`config.mk`:
```
export PLATFORM = sky130hd
export DESIGN_NAME = if_id_stage
export DESIGN_NICKNAME = d
export VERILOG_FILES = /design/src/rtl/if_id_stage_pkg.sv /design/src/rtl/if_id_stage_run_control_fsm.sv /design/src/rtl/if_id_stage.sv
export SDC_FILE = /design/constraint.sdc
export NUM_CORES = 1
export LEC_CHECK = 0
export CAP_MARGIN = 20
export CORE_MARGIN = 1.5
export CORE_UTILIZATION = 50
export DETAILED_ROUTE_END_ITERATION = 10
export DONT_BUFFER_PORTS = 1
export MAX_ROUTING_LAYER = met4
export PLACE_DENSITY = 0.71
export SLEW_MARGIN = 10
export SYNTH_ARGS = -nofsm -noshare
export SYNTH_HDL_FRONTEND = slang
export SYNTH_SLANG_ARGS = --single-unit
```
`constraint.sdc`:
```
create_clock -name clock -period 3.6 [get_ports clock]
set_clock_uncertainty 0.2 [all_clocks]
set_input_delay 0.36 -clock clock [delete_from_list [all_inputs] [get_ports clock]]
set_output_delay 0.36 -clock clock [all_outputs]
set_load 0.02 [all_outputs]
```
`src/rtl/if_id_stage_pkg.sv`:
```
// ---------------------------------------------------------------------------
// if_id_stage_pkg
// Shared definitions for the IF/ID stage and its run-control FSM:
//   - run-state encodings (WAIT_LOAD, READY, RUN, HALT)
//   - default halt opcode and bubble word
//   - instruction field bit positions and a field-split helper
// ---------------------------------------------------------------------------
package if_id_stage_pkg;

  // Run-control states (legacy 2-bit encoding, visible on runState)
  localparam logic [1:0] ST_WAIT_LOAD = 2'd0;
  localparam logic [1:0] ST_READY     = 2'd1;
  localparam logic [1:0] ST_RUN       = 2'd2;
  localparam logic [1:0] ST_HALT      = 2'd3;

  localparam logic [5:0]  HALT_OPCODE_DEF = 6'h3F;
  localparam logic [31:0] NOP_WORD_DEF    = 32'h0000_0000;

  // Instruction field bit positions
  localparam int OPC_MSB   = 31;
  localparam int OPC_LSB   = 26;
  localparam int RS_MSB    = 25;
  localparam int RS_LSB    = 21;
  localparam int RT_MSB    = 20;
  localparam int RT_LSB    = 16;
  localparam int RD_MSB    = 15;
  localparam int RD_LSB    = 11;
  localparam int SHAMT_MSB = 10;
  localparam int SHAMT_LSB = 6;
  localparam int FUNCT_MSB = 5;
  localparam int FUNCT_LSB = 0;
  localparam int IMM_MSB   = 15;
  localparam int IMM_LSB   = 0;
  localparam int JIDX_MSB  = 25;
  localparam int JIDX_LSB  = 0;

  typedef struct packed {
    logic [5:0]  opcode;
    logic [4:0]  rs;
    logic [4:0]  rt;
    logic [4:0]  rd;
    logic [4:0]  shamt;
    logic [5:0]  funct;
    logic [31:0] imm_se;
    logic [25:0] jidx;
  } id_fields_t;

  // Split an instruction word into its decode fields
  function automatic id_fields_t split_fields(input logic [31:0] instr);
    id_fields_t f;
    f.opcode = instr[OPC_MSB:OPC_LSB];
    f.rs     = instr[RS_MSB:RS_LSB];
    f.rt     = instr[RT_MSB:RT_LSB];
    f.rd     = instr[RD_MSB:RD_LSB];
    f.shamt  = instr[SHAMT_MSB:SHAMT_LSB];
    f.funct  = instr[FUNCT_MSB:FUNCT_LSB];
    f.imm_se = {{16{instr[IMM_MSB]}}, instr[IMM_MSB:IMM_LSB]};
    f.jidx   = instr[JIDX_MSB:JIDX_LSB];
    return f;
  endfunction

endpackage

```
`src/rtl/if_id_stage_run_control_fsm.sv`:
```
// ---------------------------------------------------------------------------
// run_control_fsm
// Run-control state machine gating instruction fetch.
// Ports:
//   i_clock, i_reset        clock, synchronous active-high reset
//   i_program_loaded        instruction memory load complete
//   i_program_start         request to begin execution
//   i_halt_in_id            halt instruction currently valid in ID
//   i_stall, i_flush        hazard stall / branch flush
//   o_run_state             current state
//   o_run                   state == RUN
//   o_program_finished      state == HALT
//   o_pc_write_enable       PC may advance this cycle
// ---------------------------------------------------------------------------
module run_control_fsm
  import if_id_stage_pkg::*;
(
  input  logic       i_clock,
  input  logic       i_reset,
  input  logic       i_program_loaded,
  input  logic       i_program_start,
  input  logic       i_halt_in_id,
  input  logic       i_stall,
  input  logic       i_flush,
  output logic [1:0] o_run_state,
  output logic       o_run,
  output logic       o_program_finished,
  output logic       o_pc_write_enable
);

  logic [1:0] r_state;
  logic       r_finished;
  logic [1:0] w_next_state;
  logic       w_halt_commit;

  // A halt in ID only takes effect when a flush is not squashing it
  assign w_halt_commit = i_halt_in_id && !i_flush;

  // Next-state selection
  always_comb begin
    w_next_state = r_state;
    case (r_state)
      ST_WAIT_LOAD: begin
        if (i_program_loaded) w_next_state = ST_READY;
        else                  w_next_state = ST_WAIT_LOAD;
      end
      ST_READY: begin
        if (i_program_start) w_next_state = ST_RUN;
        else                 w_next_state = ST_READY;
      end
      ST_RUN: begin
        if (w_halt_commit) w_next_state = ST_HALT;
        else               w_next_state = ST_RUN;
      end
      ST_HALT:  w_next_state = ST_HALT;
      default:  w_next_state = ST_WAIT_LOAD;
    endcase
  end

  // State register; finished flag registered alongside so it tracks HALT exactly
  always_ff @(posedge i_clock) begin
    if (i_reset) begin
      r_state    <= ST_WAIT_LOAD;
      r_finished <= 1'b0;
    end else begin
      r_state    <= w_next_state;
      r_finished <= (w_next_state == ST_HALT);
    end
  end

  assign o_run_state        = r_state;
  assign o_run              = (r_state == ST_RUN);
  assign o_program_finished = r_finished;
  assign o_pc_write_enable  = (r_state == ST_RUN) && !i_stall && !w_halt_commit;

endmodule

```
`src/rtl/if_id_stage.sv`:
```
// ---------------------------------------------------------------------------
// if_id_stage
// IF/ID pipeline register with run control, halt detection and field split.
// Ports:
//   clock, reset                      clock, synchronous active-high reset
//   programLoaded, programStart       run-control handshake
//   fullInstruction, incrPC           fetched word and its PC+4
//   stall, flush                      hazard hold / branch squash
//   pcWriteEnable                     PC may advance this cycle
//   ID_instruction, ID_incrPC, ID_valid   pipeline register contents
//   ID_opcode..ID_jumpTarget          decode fields of ID_instruction
//   runState, programFinished         run-control status
//   instrCount                        valid instructions captured
// ---------------------------------------------------------------------------
module if_id_stage
  import if_id_stage_pkg::*;
#(
  parameter logic [5:0]  HALT_OPCODE = HALT_OPCODE_DEF,
  parameter logic [31:0] NOP_WORD    = NOP_WORD_DEF
) (
  input  logic        clock,
  input  logic        reset,
  input  logic        programLoaded,
  input  logic        programStart,
  input  logic [31:0] fullInstruction,
  input  logic [31:0] incrPC,
  input  logic        stall,
  input  logic        flush,
  output logic        pcWriteEnable,
  output logic [31:0] ID_instruction,
  output logic [31:0] ID_incrPC,
  output logic        ID_valid,
  output logic [5:0]  ID_opcode,
  output logic [4:0]  ID_rs,
  output logic [4:0]  ID_rt,
  output logic [4:0]  ID_rd,
  output logic [4:0]  ID_shamt,
  output logic [5:0]  ID_funct,
  output logic [31:0] ID_immSE,
  output logic [31:0] ID_jumpTarget,
  output logic [1:0]  runState,
  output logic        programFinished,
  output logic [31:0] instrCount
);

  logic        r_valid;
  logic [31:0] r_instr;
  logic [31:0] r_incr_pc;
  logic [31:0] r_instr_count;

  logic        w_run;
  logic        w_halt_in_id;
  logic [31:0] w_id_instr;
  id_fields_t  w_fields;

  assign w_halt_in_id = r_valid && (r_instr[OPC_MSB:OPC_LSB] == HALT_OPCODE);

  run_control_fsm u_run_control_fsm (
    .i_clock            (clock),
    .i_reset            (reset),
    .i_program_loaded   (programLoaded),
    .i_program_start    (programStart),
    .i_halt_in_id       (w_halt_in_id),
    .i_stall            (stall),
    .i_flush            (flush),
    .o_run_state        (runState),
    .o_run              (w_run),
    .o_program_finished (programFinished),
    .o_pc_write_enable  (pcWriteEnable)
  );

  // IF/ID register: bubble outside RUN, flush beats stall, halt freezes the register
  always_ff @(posedge clock) begin
    if (reset) begin
      r_valid       <= 1'b0;
      r_instr       <= NOP_WORD;
      r_incr_pc     <= 32'd0;
      r_instr_count <= 32'd0;
    end else if (!w_run) begin
      r_valid <= 1'b0;
      r_instr <= NOP_WORD;
    end else if (flush) begin
      r_valid <= 1'b0;
      r_instr <= NOP_WORD;
    end else if (stall || w_halt_in_id) begin
      r_valid   <= r_valid;
      r_instr   <= r_instr;
      r_incr_pc <= r_incr_pc;
    end else begin
      r_valid       <= 1'b1;
      r_instr       <= fullInstruction;
      r_incr_pc     <= incrPC;
      r_instr_count <= r_instr_count + 32'd1;
    end
  end

  assign w_id_instr = r_valid ? r_instr : NOP_WORD;
  assign w_fields   = split_fields(w_id_instr);

  assign ID_instruction = w_id_instr;
  assign ID_incrPC      = r_incr_pc;
  assign ID_valid       = r_valid;
  assign ID_opcode      = w_fields.opcode;
  assign ID_rs          = w_fields.rs;
  assign ID_rt          = w_fields.rt;
  assign ID_rd          = w_fields.rd;
  assign ID_shamt       = w_fields.shamt;
  assign ID_funct       = w_fields.funct;
  assign ID_immSE       = w_fields.imm_se;
  assign ID_jumpTarget  = {r_incr_pc[31:28], w_fields.jidx, 2'b00};
  assign instrCount     = r_instr_count;

endmodule

```
== Yosys cells after proc, flatten, opt, wreduce, memory -nomap -nowiden ==
Cells that the tools add are included.
W data, S select, Z words.

* Memory bits (read-only): 0
* Memories kept: 0
* Output and inout bits: 197
* Bits of input ports: 70
* Register bits: 100
* Logic and storage cells: 31
* Latch bits: 0
* Memory bits (writable): 0

* Equal/unequal tests: 5
* Order comparisons: 0
* Add/subtract/negate cells: 1
* Divide/modulo/power cells: 0
* Shift operators: 0
* Multipliers: 0
* Muxes and demuxes: 5
* Bitwise logic cells: 3
* Reductions and logical operators: 11

{| class="wikitable"
|+ Operator list
! cell !! count
|-
| $add A32 B1 Y32 const B || 1
|-
| $mux W32 || 1
|-
| $pmux W2 S4 || 1
|-
| $eq A2 B2 Y1 const B || 3
|-
| $eq A6 B6 Y1 const B || 1
|-
| $logic_and A1 B1 Y1 || 4
|-
| $logic_not A1 Y1 || 3
|-
| $not A1 Y1 || 3
|-
| $reduce_and A3 Y1 || 1
|-
| $reduce_or A3 Y1 || 1
|-
| $eq A2 B1 Y1 const B || 1
|-
| $logic_not A2 Y1 || 1
|-
| $mux W1 || 2
|-
| $mux W2 || 1
|-
| $logic_or A1 B1 Y1 || 1
|}

== Longest topological paths before layout ==
* Depth after elaboration: 6
* Mapped depth: 6

== Cells and area by module ==
From an unflattened synthesis, not the netlist that was laid out.

* Cells, all modules: 633
* Area total of the unflattened synthesis: 4998.5 sq um

{| class="wikitable"
|+ By module, submodules not included
! module !! area an instance (sq um) !! instances !! seq. area each (sq um) !! cells each
|-
| if_id_stage || 4873.4 || 1 || 1941.9 || 619
|-
| run_control_fsm || 125.1 || 1 || 60.1 || 14
|}

== Least setup slack after synthesis ==
Ideal clock, no wire load.

* Path type: flip-flop to flip-flop
* From: reg r_instr_count[0] (netlist: instrCount[0])
* To: reg r_instr_count[28] (netlist: instrCount[28])
* Stages on the path, launching flop included: 6
* Clock period less this slack: 2245 ps
* Slack: 1355 ps
* Required time: 3279 ps
* Path buffers: 0
* Data arrival time: 1924 ps
* Path through: dfxtp_1 ha_1 nand4_1 or4_1 nor4_1 mux2_2

* Cells in the longest elaborated chain, start to end: 1

{| class="wikitable"
|+ Ends and longest elaborated chain
! what !! line !! text
|-
| start: declaration || if_id_stage.sv:49 || <nowiki>logic [31:0] r_instr_count;</nowiki>
|-
| start signal: assignment || if_id_stage.sv:93 || <nowiki>r_instr_count <= r_instr_count + 32'd1;</nowiki>
|-
| $add A32 B1 Y32 || if_id_stage.sv:93 ||
|}

No other way between the ends.
A chain may end at the register's enable or synchronous reset.

== Worst setup path after layout ==
* From: reg u_run_control_fsm.r_state[1] (netlist: u_run_control_fsm.o_run_state[1])
* To: reg r_incr_pc[30] (netlist: ID_incrPC[30])

* Cells in the longest elaborated chain, start to end: 2

{| class="wikitable"
|+ Ends and longest elaborated chain
! what !! line !! text
|-
| start: declaration || if_id_stage_run_control_fsm.sv:31 || <nowiki>logic [1:0] r_state;</nowiki>
|-
| start signal: assignment || if_id_stage_run_control_fsm.sv:66 || <nowiki>r_state <= w_next_state;</nowiki>
|-
| $eq A2 B2 Y1 || if_id_stage_run_control_fsm.sv:72 || <nowiki>assign o_run = (r_state == ST_RUN);</nowiki>
|-
| $reduce_and A3 Y1 (no source line) || -- ||
|-
| end signal: assignment || if_id_stage.sv:88 || <nowiki>r_incr_pc <= r_incr_pc;</nowiki>
|-
| end signal: assignment || if_id_stage.sv:92 || <nowiki>r_incr_pc <= incrPC;</nowiki>
|-
| end: declaration || if_id_stage.sv:48 || <nowiki>logic [31:0] r_incr_pc;</nowiki>
|}

No other way between the ends.

==> flow_metrics.py <==
metrics = {
    "cells_and_area": {
        "final_nets": 664,
        "drive_gt1_share_pct": 7.54,
        "fillers": 877,
        "seqCellArea_um2": 2000,
        "final_common_cell": "nand2_1",
        "diodes": 0,
        "final_util_pct": 54.3,
        "area.growth.synth_to_final_pct": 5.73,
        "instances_no_fill": 730,
        "final_cell_mix": "nand2_1, dfxtp_1, a21oi_1",
        "multi_input_area_um2": 2140,
    },
    "detailed_routing": {
        "wirelength_um": 12600,
        "route.detailed.drc": 0,
        "wire_per_inst_um": 17.2,
        "first_pass_iters": 5,
        "detail-route-antenna-nets": 0,
        "dr.first_iter.drc_count": 198,
        "vias_per_cell": 5.53,
        "vias": 4036,
    },
    "critical_path": {
        "crit_path_max_fanout": 36,
        "critPathKind": "flip-flop to flip-flop",
        "required_ns": 3.70,
        "worstSetupEndpointType": "flip-flop",
        "cp-start-kind": "flip-flop",
        "arrival_ns": 2.88,
    },
    "timing": {
        "post-route-period-util_pct": 77.3,
        "hold_viol_final": 0,
        "worstMarginPinSlew_ns": 1.03,
        "fin_tns_setup_ns": 0,
        "period_minus_slack_ns": 2.78,
        "report.final.slew_viol_count": 0,
        "slew_headroom_pct": 31.5,
        "max_freq_ghz": 0.360,
        "rsz0062_at_grt": "no",
        "setup-violations-final": 0,
    },
    "global_routing": {
        "grt_use_total_pct": 22.5,
        "grt_pass1_vias": 3754,
        "grt_pass1_wl_um": 18100,
        "grt_start_max_net_pins": 56,
        "antenna_found_initial": 0,
        "grt_remaining_overflow": 0,
    },
    "floorplan": {
        "die_x_um": 103,
        "rows": 36,
        "start_util_pct": 51.3,
        "die-area_um2": 10600,
        "core_area_um2": 9770,
        "ios": 267,
        "dieHeight_um": 103,
    },
    "power_and_ir_drop": {
        "total_power_w": 0.00198,
        "power_density_nw_per_um2": 373,
        "peakVddDrop_mv": 0.231,
        "power_leakage_nw": 1.82,
    },
    "cts": {
        "cts_buffer_depth": 2,
        "worstSkewPairLatency_ns": 0.36,
        "ctsResizeCount": 0,
        "tritoncts": "built",
        "cts_made_buffers": 9,
        "ctsRootBufferMaster": "clkbuf_8",
        "clock-sinks": 100,
        "path_clk_slew_ns": 0.10,
        "htree_levels": 3,
    },
    "placed_design": {
        "placed_cells": 645,
        "io_buffers": 0,
        "gp_congestion": 0.818,
        "hpwl_um": 8260,
    },
    "yosys": {
        "synthFlopType": "dfxtp_1",
        "syn_area_um2": 5020,
        "synth_edf_count": 0,
        "synth_area_leader_cell": "dfxtp_1",
        "synthDistinctLibCells": 39,
        "synth_area_per_cell_um2": 7.89,
        "synth_top_area_share_pct": 39.9,
        "yosysSeqAreaShare_pct": 39.9,
        "synthCells": 636,
        "yosys_warnings": 0,
        "async_flop_share_pct": 0,
        "yosys-top-cells-area": "dfxtp_1, buf_4, nand2_1",
        "ys_seq_elements": 100,
    },
    "job": {
        "drv_cap": 0,
    },
    "hold_path": {
        "hp-class": "primary input to flip-flop",
    },
    "run_status": {
        "status": "finished clean",
    },
}
==> registers in the layout (all words and copies together), names as in the netlist <==
| signal | cells |
|---|---|
| ID_incrPC | 32 |
| r_instr | 32 |
| u_run_control_fsm.o_program_finished | 1 |
| ID_valid | 1 |
| instrCount | 32 |
| u_run_control_fsm.o_run_state | 2 |
==> power breakdown <==
part,switching [W],leakage [nW],internal (W),total (W)
sequential,0.0000218,0.806,0.00112,0.00114
clock,0.000393,0.0955,0.000319,0.000712
combinational,0.0000614,0.920,0.0000689,0.000130
total,0.000476,1.82,0.00150,0.00198
==> layout make-up <==
class                      instances  area share, %
sequential                       100           37.7
clock inverter                     6           1.23
clock buffer                       9           2.33
inverter                           7          0.495
tap                              133           3.14
timing repair buffer              75           14.8
multi-input combinational        400           40.3
==> per-layer routing <==
layer | global-route usage (%) | up-vias | share of wire (%)
li1 | - | 1936 | -
met1 | 24.1 | 1916 | 38
met2 | 40.7 | 161 | 54
met3 | 6.05 | 23 | 5.9
met4 | 6.96 | 0 | 1.8
met5 | - | - | 0
==> cells by family after synthesis <==
family                   after synthesis  share of synthesized area, %
AND/OR/NAND/NOR                      273                          26.7
buffers and inverters                137                          18.0
AO/OA/AOI/OAI                        108                          11.7
flip-flops                           100                          39.9
multiplexers                          12                          2.69
XOR/XNOR                               4                         0.698
adder cells (fa/ha/maj)                1                         0.249
other                                  1                        0.0747
==> worst max-delay path: stages (launching register included) <==
cell	delay (ns)
dfxtp_1	0.57
nor4b_4	0.52
a21boi_2	0.25
buf_4	0.35
nand2_1	0.10
a21oi_1	0.14
dlygate4sd3_1	0.59
==> synth_stat cells, types with 9 or more instances <==
master,number
nor2_1,22
nand2_1,138
o31ai_1,9
buf_4,96
a21oi_1,84
nor2b_1,10
dfxtp_1,100
nor3_1,10
mux2_2,12
and2_1,32
or4_1,12
clkbuf_1,26
nand3_1,13
==> metrics by stage <==
stage / hold WS, ns / cell area [um^2] / setup WS [ns]
6_report: 0.0305 / 5310 / 0.819
5_1_grt: 0.0271 / 5310 / 0.666
4_1_cts: 0.0209 / 5250 / 0.816
3_5_place_dp: 0.239 / 4380 / 0.830
3_3_place_gp: 0.234 / 4380 / 0.868
2_1_floorplan: 0.232 / 5020 / 1.35
==> worst paths after layout <==
check / from / end / slack, ns / cells past startpoint
worst max-delay path: u_run_control_fsm.o_run_state[1] / ID_incrPC[30] / 0.82 / 6
worst min-delay path: reset / instrCount[19] / 0.03 / 2
worst max register to register: u_run_control_fsm.o_run_state[1] / ID_incrPC[30] / 0.82 / 6
worst min register to register: r_instr[13] / r_instr[13] / 0.26 / 2
==> timing repair <==
| item | CTS | global route |
|---|---|---|
| setup endpoints to repair | 0 | 0 |
| hold buffers | 67 | 0 |
| endpoints found under the hold margin | 88 | 0 |
| buffers inserted | 0 | 0 |
Note: power is estimated with default switching activity, not from simulation.
